[src/rtl/dmem_arbiter_if.sv]
// Bundle between the core array/shared dmem and the data-memory arbiter.
// slave = arbiter side, master = cores plus memory side.
interface dmem_arbiter_if #(
    parameter int NUM_CORES  = 2,
    parameter int DATA_WIDTH = 32
);
    localparam int MW = DATA_WIDTH / 8;

    logic [NUM_CORES-1:0]            req_re;
    logic [NUM_CORES-1:0]            req_we;
    logic [NUM_CORES*DATA_WIDTH-1:0] req_addr;
    logic [NUM_CORES*DATA_WIDTH-1:0] req_wdata;
    logic [NUM_CORES*MW-1:0]         req_mask;
    logic [NUM_CORES-1:0]            req_lock;
    logic [NUM_CORES-1:0]            req_gnt;
    logic [NUM_CORES-1:0]            rsp_valid;
    logic [DATA_WIDTH-1:0]           rsp_rdata;
    logic                            mem_re;
    logic                            mem_we;
    logic [DATA_WIDTH-1:0]           mem_addr;
    logic [DATA_WIDTH-1:0]           mem_wdata;
    logic [MW-1:0]                   mem_mask;
    logic [DATA_WIDTH-1:0]           mem_rdata;
    logic                            mem_rresp;

    modport slave (
        input  req_re, req_we, req_addr, req_wdata, req_mask, req_lock,
        input  mem_rdata, mem_rresp,
        output req_gnt, rsp_valid, rsp_rdata,
        output mem_re, mem_we, mem_addr, mem_wdata, mem_mask
    );

    modport master (
        output req_re, req_we, req_addr, req_wdata, req_mask, req_lock,
        output mem_rdata, mem_rresp,
        input  req_gnt, rsp_valid, rsp_rdata,
        input  mem_re, mem_we, mem_addr, mem_wdata, mem_mask
    );
endinterface

[src/rtl/dmem_arbiter.sv]
// Round-robin arbiter of NUM_CORES data-memory ports onto one shared dmem with AMO lock.
// Define DMEM_ARB_FIXED_PRIO_EN for fixed priority (lowest index wins) instead of round-robin.
module dmem_arbiter #(
    parameter int NUM_CORES  = 2,
    parameter int DATA_WIDTH = 32
) (
    input  logic          clk,
    input  logic          arst_n,
    dmem_arbiter_if.slave bus,
    output logic [1:0]    dbg_state,
    output logic          dbg_lock
);
    localparam int MW = DATA_WIDTH / 8;
    localparam int PW = (NUM_CORES > 1) ? $clog2(NUM_CORES) : 1;

    typedef enum logic [1:0] {
        IDLE    = 2'd0,
        RD_WAIT = 2'd1,
        LOCKED  = 2'd2
    } state_t;

    state_t                state, state_next;
    logic [PW-1:0]         rr_ptr, rr_next;
    logic [PW-1:0]         owner, owner_next;
    logic                  lock_active;
    logic [PW-1:0]         scan_base, win, srv;
    logic                  found, serve;
    logic [NUM_CORES-1:0]  active;

    logic [NUM_CORES-1:0]  gnt, rsp;
    logic [DATA_WIDTH-1:0] rdata, m_addr, m_wdata;
    logic [MW-1:0]         m_mask;
    logic                  m_re, m_we;

    logic [DATA_WIDTH-1:0] addr_a  [NUM_CORES];
    logic [DATA_WIDTH-1:0] wdata_a [NUM_CORES];
    logic [MW-1:0]         mask_a  [NUM_CORES];

    for (genvar i = 0; i < NUM_CORES; i++) begin : g_unpack
        assign addr_a[i]  = bus.req_addr[i*DATA_WIDTH +: DATA_WIDTH];
        assign wdata_a[i] = bus.req_wdata[i*DATA_WIDTH +: DATA_WIDTH];
        assign mask_a[i]  = bus.req_mask[i*MW +: MW];
    end

    // A simultaneous read and write from one core counts as a write only.
    assign active = bus.req_re | bus.req_we;

    function automatic logic [PW-1:0] inc_mod(input logic [PW-1:0] v);
        if (int'(v) >= NUM_CORES - 1) return '0;
        return v + PW'(1);
    endfunction

`ifdef DMEM_ARB_FIXED_PRIO_EN
    assign scan_base = '0;
`else
    assign scan_base = rr_ptr;
`endif

    always_comb begin : scan
        int            idx;
        logic [PW-1:0] idx_p;
        idx   = 0;
        idx_p = '0;
        found = 1'b0;
        win   = '0;
        for (int k = 0; k < NUM_CORES; k++) begin
            idx = int'(scan_base) + k;
            if (idx >= NUM_CORES) idx = idx - NUM_CORES;
            idx_p = PW'(idx);
            if (!found && active[idx_p]) begin
                found = 1'b1;
                win   = idx_p;
            end
        end
    end

    always_comb begin : ctrl
        state_next = state;
        rr_next    = rr_ptr;
        owner_next = owner;
        gnt        = '0;
        rsp        = '0;
        rdata      = '0;
        m_re       = 1'b0;
        m_we       = 1'b0;
        m_addr     = '0;
        m_wdata    = '0;
        m_mask     = '0;
        serve      = 1'b0;
        srv        = win;

        // Outputs stay quiet while reset is held, even with requests pending.
        if (arst_n) begin
            case (state)
                IDLE: serve = found;
                LOCKED: begin
                    if (active[owner]) begin
                        serve = 1'b1;
                        srv   = owner;
                    end else if (!bus.req_lock[owner]) begin
                        state_next = IDLE;
                    end
                end
                RD_WAIT: begin
                    m_re   = 1'b1;
                    m_addr = addr_a[owner];
                    m_mask = mask_a[owner];
                    if (bus.mem_rresp) begin
                        rsp[owner] = 1'b1;
                        rdata      = bus.mem_rdata;
                        rr_next    = inc_mod(owner);
                        state_next = bus.req_lock[owner] ? LOCKED : IDLE;
                    end
                end
                default: state_next = IDLE;
            endcase
        end

        if (serve) begin
            gnt[srv] = 1'b1;
            m_addr   = addr_a[srv];
            m_mask   = mask_a[srv];
            if (bus.req_we[srv]) begin
                m_we       = 1'b1;
                m_wdata    = wdata_a[srv];
                rr_next    = inc_mod(srv);
                state_next = bus.req_lock[srv] ? LOCKED : IDLE;
                if (bus.req_lock[srv]) owner_next = srv;
            end else begin
                m_re       = 1'b1;
                owner_next = srv;
                // Zero-latency memory: finish the read in the issue cycle.
                if (bus.mem_rresp) begin
                    rsp[srv]   = 1'b1;
                    rdata      = bus.mem_rdata;
                    rr_next    = inc_mod(srv);
                    state_next = bus.req_lock[srv] ? LOCKED : IDLE;
                end else begin
                    state_next = RD_WAIT;
                end
            end
        end
    end

    always_ff @(posedge clk or negedge arst_n) begin
        if (!arst_n) begin
            state       <= IDLE;
            rr_ptr      <= '0;
            owner       <= '0;
            lock_active <= 1'b0;
        end else begin
            state       <= state_next;
            rr_ptr      <= rr_next;
            owner       <= owner_next;
            lock_active <= (state_next == LOCKED);
        end
    end

    assign bus.req_gnt   = gnt;
    assign bus.rsp_valid = rsp;
    assign bus.rsp_rdata = rdata;
    assign bus.mem_re    = m_re;
    assign bus.mem_we    = m_we;
    assign bus.mem_addr  = m_addr;
    assign bus.mem_wdata = m_wdata;
    assign bus.mem_mask  = m_mask;

    assign dbg_state = state;
    assign dbg_lock  = lock_active;
endmodule

[src/flat_wrapper.sv]
// flat-port wrapper written by rule: the top's interface ports become plain ports
module dmem_arbiter_flat 
#(
    parameter int NUM_CORES  = 2,
    parameter int DATA_WIDTH = 32
)
  (clk, arst_n, dbg_state, dbg_lock, bus_req_re, bus_req_we, bus_req_addr, bus_req_wdata, bus_req_mask, bus_req_lock, bus_mem_rdata, bus_mem_rresp, bus_req_gnt, bus_rsp_valid, bus_rsp_rdata, bus_mem_re, bus_mem_we, bus_mem_addr, bus_mem_wdata, bus_mem_mask);
  dmem_arbiter_if #(.NUM_CORES(NUM_CORES), .DATA_WIDTH(DATA_WIDTH)) bus_i ();
  input  logic clk;
  input  logic arst_n;
  output logic [1:0] dbg_state;
  output logic dbg_lock;
  input wire logic [$bits(bus_i.req_re)-1:0] bus_req_re;
  input wire logic [$bits(bus_i.req_we)-1:0] bus_req_we;
  input wire logic [$bits(bus_i.req_addr)-1:0] bus_req_addr;
  input wire logic [$bits(bus_i.req_wdata)-1:0] bus_req_wdata;
  input wire logic [$bits(bus_i.req_mask)-1:0] bus_req_mask;
  input wire logic [$bits(bus_i.req_lock)-1:0] bus_req_lock;
  input wire logic [$bits(bus_i.mem_rdata)-1:0] bus_mem_rdata;
  input wire logic [$bits(bus_i.mem_rresp)-1:0] bus_mem_rresp;
  output wire logic [$bits(bus_i.req_gnt)-1:0] bus_req_gnt;
  output wire logic [$bits(bus_i.rsp_valid)-1:0] bus_rsp_valid;
  output wire logic [$bits(bus_i.rsp_rdata)-1:0] bus_rsp_rdata;
  output wire logic [$bits(bus_i.mem_re)-1:0] bus_mem_re;
  output wire logic [$bits(bus_i.mem_we)-1:0] bus_mem_we;
  output wire logic [$bits(bus_i.mem_addr)-1:0] bus_mem_addr;
  output wire logic [$bits(bus_i.mem_wdata)-1:0] bus_mem_wdata;
  output wire logic [$bits(bus_i.mem_mask)-1:0] bus_mem_mask;
  assign bus_i.req_re = bus_req_re;
  assign bus_i.req_we = bus_req_we;
  assign bus_i.req_addr = bus_req_addr;
  assign bus_i.req_wdata = bus_req_wdata;
  assign bus_i.req_mask = bus_req_mask;
  assign bus_i.req_lock = bus_req_lock;
  assign bus_i.mem_rdata = bus_mem_rdata;
  assign bus_i.mem_rresp = bus_mem_rresp;
  assign bus_req_gnt = bus_i.req_gnt;
  assign bus_rsp_valid = bus_i.rsp_valid;
  assign bus_rsp_rdata = bus_i.rsp_rdata;
  assign bus_mem_re = bus_i.mem_re;
  assign bus_mem_we = bus_i.mem_we;
  assign bus_mem_addr = bus_i.mem_addr;
  assign bus_mem_wdata = bus_i.mem_wdata;
  assign bus_mem_mask = bus_i.mem_mask;
  dmem_arbiter #(.NUM_CORES(NUM_CORES), .DATA_WIDTH(DATA_WIDTH)) u_core (.clk(clk), .arst_n(arst_n), .bus(bus_i), .dbg_state(dbg_state), .dbg_lock(dbg_lock));
endmodule
[config.mk]
export PLATFORM = sky130hd
export DESIGN_NAME = dmem_arbiter_flat
export DESIGN_NICKNAME = d
export VERILOG_FILES = /design/src/rtl/dmem_arbiter_if.sv /design/src/rtl/dmem_arbiter.sv /design/src/flat_wrapper.sv
export SDC_FILE = /design/constraint.sdc
export NUM_CORES = 1
export LEC_CHECK = 0
export CAP_MARGIN = 20
export CORE_AREA = 2 2 111 113
export DETAILED_ROUTE_END_ITERATION = 10
export DIE_AREA = 0 0 113 115
export GPL_ROUTABILITY_DRIVEN = 0
export HOLD_SLACK_MARGIN = 0.12
export PLACE_DENSITY = 0.56
export SLEW_MARGIN = 20
export SYNTH_ARGS = -nofsm -noshare
export SYNTH_HDL_FRONTEND = slang
export SYNTH_SLANG_ARGS = --single-unit
[constraint.sdc]
create_clock -name clk -period 7.7 [get_ports clk]
set_clock_uncertainty 0.2 [all_clocks]
set_input_delay 1.925 -clock clk [delete_from_list [all_inputs] [get_ports clk]]
set_output_delay 1.925 -clock clk [all_outputs]
set_load 0.1 [all_outputs]
==> flow_metrics.env <==
export IMPL_post_drt_via_cell_ratio=4.40
export IMPL_cp_required_ps=5580
export IMPL_fin_crit_sh=0.906
export IMPL_synthSimpleGateAreaFrac=0.371
export IMPL_clk_latency_ps=230
export IMPL_drc=20
export IMPL_synth_area_leaders="a22o_1, nand2_1, and3_1, a21oi_1, dfrtp_1"
export IMPL_rows=40
export IMPL_dr_first_iter_drc_count=143
export IMPL_syn_area_per_cell_um2=6.48
export IMPL_ctsHoldBuffers=0
export IMPL_tightestPinTransition_ps=1020
export IMPL_netlist_area_leader_share=0.191
export IMPL_holdCritPathClass="flop to flop"
export IMPL_synth_top_family_by_area="compound AO/OA/AOI/OAI gates"
export IMPL_rsz0062_at_grt="no"
export IMPL_die_x_um=113
export IMPL_cts_resized=0
export IMPL_cts_tree="built"
export IMPL_hpwlAfterDp_um=8450
export IMPL_cp_depth=8
export IMPL_drive_above_1_share=0.239
export IMPL_clock_sinks=5
export IMPL_drtPass1Iterations=7
export IMPL_fmax_mhz=143
export IMPL_powerDensity_nw_per_um2=422
export IMPL_tns_ps=0
export IMPL_slowest_delay_ps=780
export IMPL_synth_fa_ha_area_frac=0
export IMPL_postCtsSetupBuffers=0
export IMPL_muxShareOfSynthArea=0.0205
export IMPL_ir_drop_mv=0.235
export IMPL_io_pins=286
export IMPL_synth_compound_area_frac=0.412
export IMPL_initial_core_util=0.139
export IMPL_antenna_found_initial=0
export IMPL_yosys_warnings=0
export IMPL_relSlewSlack=0.315
export IMPL_slowest_stage="clkdlybuf4s50_1"
export IMPL_ant_nets=0
export IMPL_drv_cap=0
export IMPL_finalNetCount=701
export IMPL_grt_max_degree=42
export IMPL_chipHeight_um=115
export IMPL_cp_num_buf_inv=3
export IMPL_synthesis_area_um2=1650
export IMPL_path_cells="clkdlybuf4s50_1 > nand3b_4 > mux2i_4 > or2_1 > o21ai_4 > buf_4 > a22o_1 > buf_12"
export IMPL_p_leak_nw=2.18
export IMPL_total_power_mw=2.03
export IMPL_regArea_um2=125
export IMPL_drt_wl_total_um=10400
export IMPL_fillers=1217
export IMPL_rr_worst_depth=6
export IMPL_multiInputGateArea_um2=1320
export IMPL_overflow=0
export IMPL_slew_viol_final=0
export IMPL_start_kind="input pin"
export IMPL_syn2layout_area_growth_pct=192
export IMPL_synth_xor_area_share=0
export IMPL_clkTransAtPathRegs_ps=40
export IMPL_core_area_um2=11800
export IMPL_yosys_area_top_type="a22o_1"
export IMPL_h_tree_depth=1
export IMPL_cp_end_kind="output port"
export IMPL_violations="DRC"
export IMPL_cp_arrival_ps=4850
export IMPL_ys_seq_area_frac=0.0760
export IMPL_ys_ff_latch=5
export IMPL_path_delay_family="buffers and inverters"
export IMPL_cts_root_buffer="clkbuf_16"
export IMPL_drt_wirelength_per_cell_um=15.5
export IMPL_hold_violations=0
export IMPL_setup_viol=0
export IMPL_grt_pass1_wl_um=15100
export IMPL_critical_path_class="input pin to output port"
export IMPL_syn_num_nets=431
export IMPL_yosys_cell_types_count=39
export IMPL_diodes=0
export IMPL_grt_use_total=0.142
export IMPL_hold_depth=2
export IMPL_cts_buffer_depth=2
export IMPL_die_area_um2=13000
export IMPL_syn_inst=254
export IMPL_vias=2950
export IMPL_grt_pass1_vias=2715
export IMPL_post_route_min_period_ps=6970
export IMPL_crit_fanout=36
export IMPL_cts_inserted_buffers=3
export IMPL_port_buffers=285
export IMPL_status="finished, violations left"
routing by layer:
layer | global-route usage | share of wire
met1 | 0.175 | 0.39
met2 | 0.265 | 0.52
met3 | 0.0206 | 0.084
met4 | 0.0268 | 0.012
met5 | 0 | 0
registers in the layout, indices dropped and copies added (netlist names):
| register | cells |
|---|---|
| u_core.rr_ptr | 1 |
| u_core.owner | 1 |
| u_core.dbg_lock | 1 |
| u_core.dbg_state | 2 |
layout make-up:
type	count	share of cell area
timing repair buffer	291	0.641
multi-input combinational	218	0.275
tap	147	0.0382
sequential	5	0.0260
clock buffer	4	0.0164
inverter	5	0.00390
placed cells by master, fill, tap and decap left out, types with 3 or more instances in the layout:
cell and n:
clkbuf_16 3, buf_4 76, clkdlybuf4s50_1 179, and3_1 32, inv_1 5, nor2_1 6
a21oi_1 37, dfrtp_1 5, buf_12 36, a22o_1 36, nand2_1 68, nand3b_1 3
o21ai_0 3
logic make-up (layout without fill, tap and decap cells):
family,count (synthesis),count (layout)
multiplexers,2,2
AO/OA/AOI/OAI,93,93
flip-flops,5,5
buffers and inverters,31,300
AND/OR/NAND/NOR,123,123
path summary, 6_finish.rpt:
kind / from / endpoint / slack (ps)
worst max-delay path: arst_n / bus_mem_addr[9] / 730
worst min-delay path: u_core.rr_ptr$_DFF_PN0_ / u_core.rr_ptr$_DFF_PN0_ / 440
worst max register to register: u_core.dbg_state[1]$_DFF_PN0_ / u_core.dbg_lock$_DFF_PN0_ / 4950
worst min register to register: u_core.rr_ptr$_DFF_PN0_ / u_core.rr_ptr$_DFF_PN0_ / 440
max in group asynchronous: arst_n / u_core.dbg_state[0]$_DFF_PN0_ / 5140
min in group asynchronous: arst_n / u_core.dbg_lock$_DFF_PN0_ / 1830
metrics by stage:
stage | hold slack [ps] | utilization | instance area, um^2 | setup slack (ps) | instances
final | 437 | 0.407 | 4810 | 726 | 670
after global placement | 410 | 0.401 | 4730 | 764 | 666
after CTS | 428 | 0.407 | 4810 | 687 | 670
after detailed placement | 415 | 0.401 | 4730 | 679 | 666
after global routing | 508 | 0.407 | 4810 | 486 | 670
after floorplan | 346 | - | 1650 | 1120 | 254
worst reg2reg max path, stage by stage (launching register included):
cell,delay (ps)
dfrtp_1,520
nand3b_4,140
mux2i_4,240
or2_1,610
buf_4,360
a311oi_1,460
nor2_1,80
synthesized netlist by cell type:
| master | number |
|---|---|
| dfrtp_1 | 5 |
| o2111ai_2 | 1 |
| a22o_1 | 36 |
| nor2_1 | 6 |
| o221ai_1 | 1 |
| o21ai_4 | 1 |
| clkbuf_1 | 7 |
| and3_1 | 32 |
| nand3b_4 | 1 |
| nor4b_2 | 1 |
| and3b_1 | 1 |
| o21ai_0 | 3 |
| mux2i_4 | 1 |
| a311oi_1 | 1 |
| nand3_1 | 2 |
| a211o_1 | 1 |
| o21bai_1 | 2 |
| buf_2 | 9 |
| nor2_2 | 1 |
| nor3_1 | 2 |
| o31ai_1 | 2 |
| o2bb2ai_1 | 1 |
| o22ai_2 | 1 |
| buf_4 | 1 |
| a21oi_1 | 37 |
| or2_1 | 1 |
| a211oi_2 | 1 |
| nor4b_1 | 1 |
| nand3b_1 | 3 |
| o211ai_1 | 1 |
| nand2_1 | 68 |
| o32ai_1 | 2 |
| buf_6 | 9 |
| mux2_2 | 1 |
| inv_1 | 5 |
| nand2b_1 | 2 |
| o21ai_2 | 1 |
| o21a_1 | 1 |
| and2_1 | 2 |
power breakdown:
group          total (mW)  internal [mW]  switching, mW
clock              0.0874         0.0688         0.0186
combinational        1.88          0.558           1.32
sequential         0.0605         0.0380         0.0224
total                2.03          0.665           1.37
No activity file was read; power rests on OpenSTA's default activity.
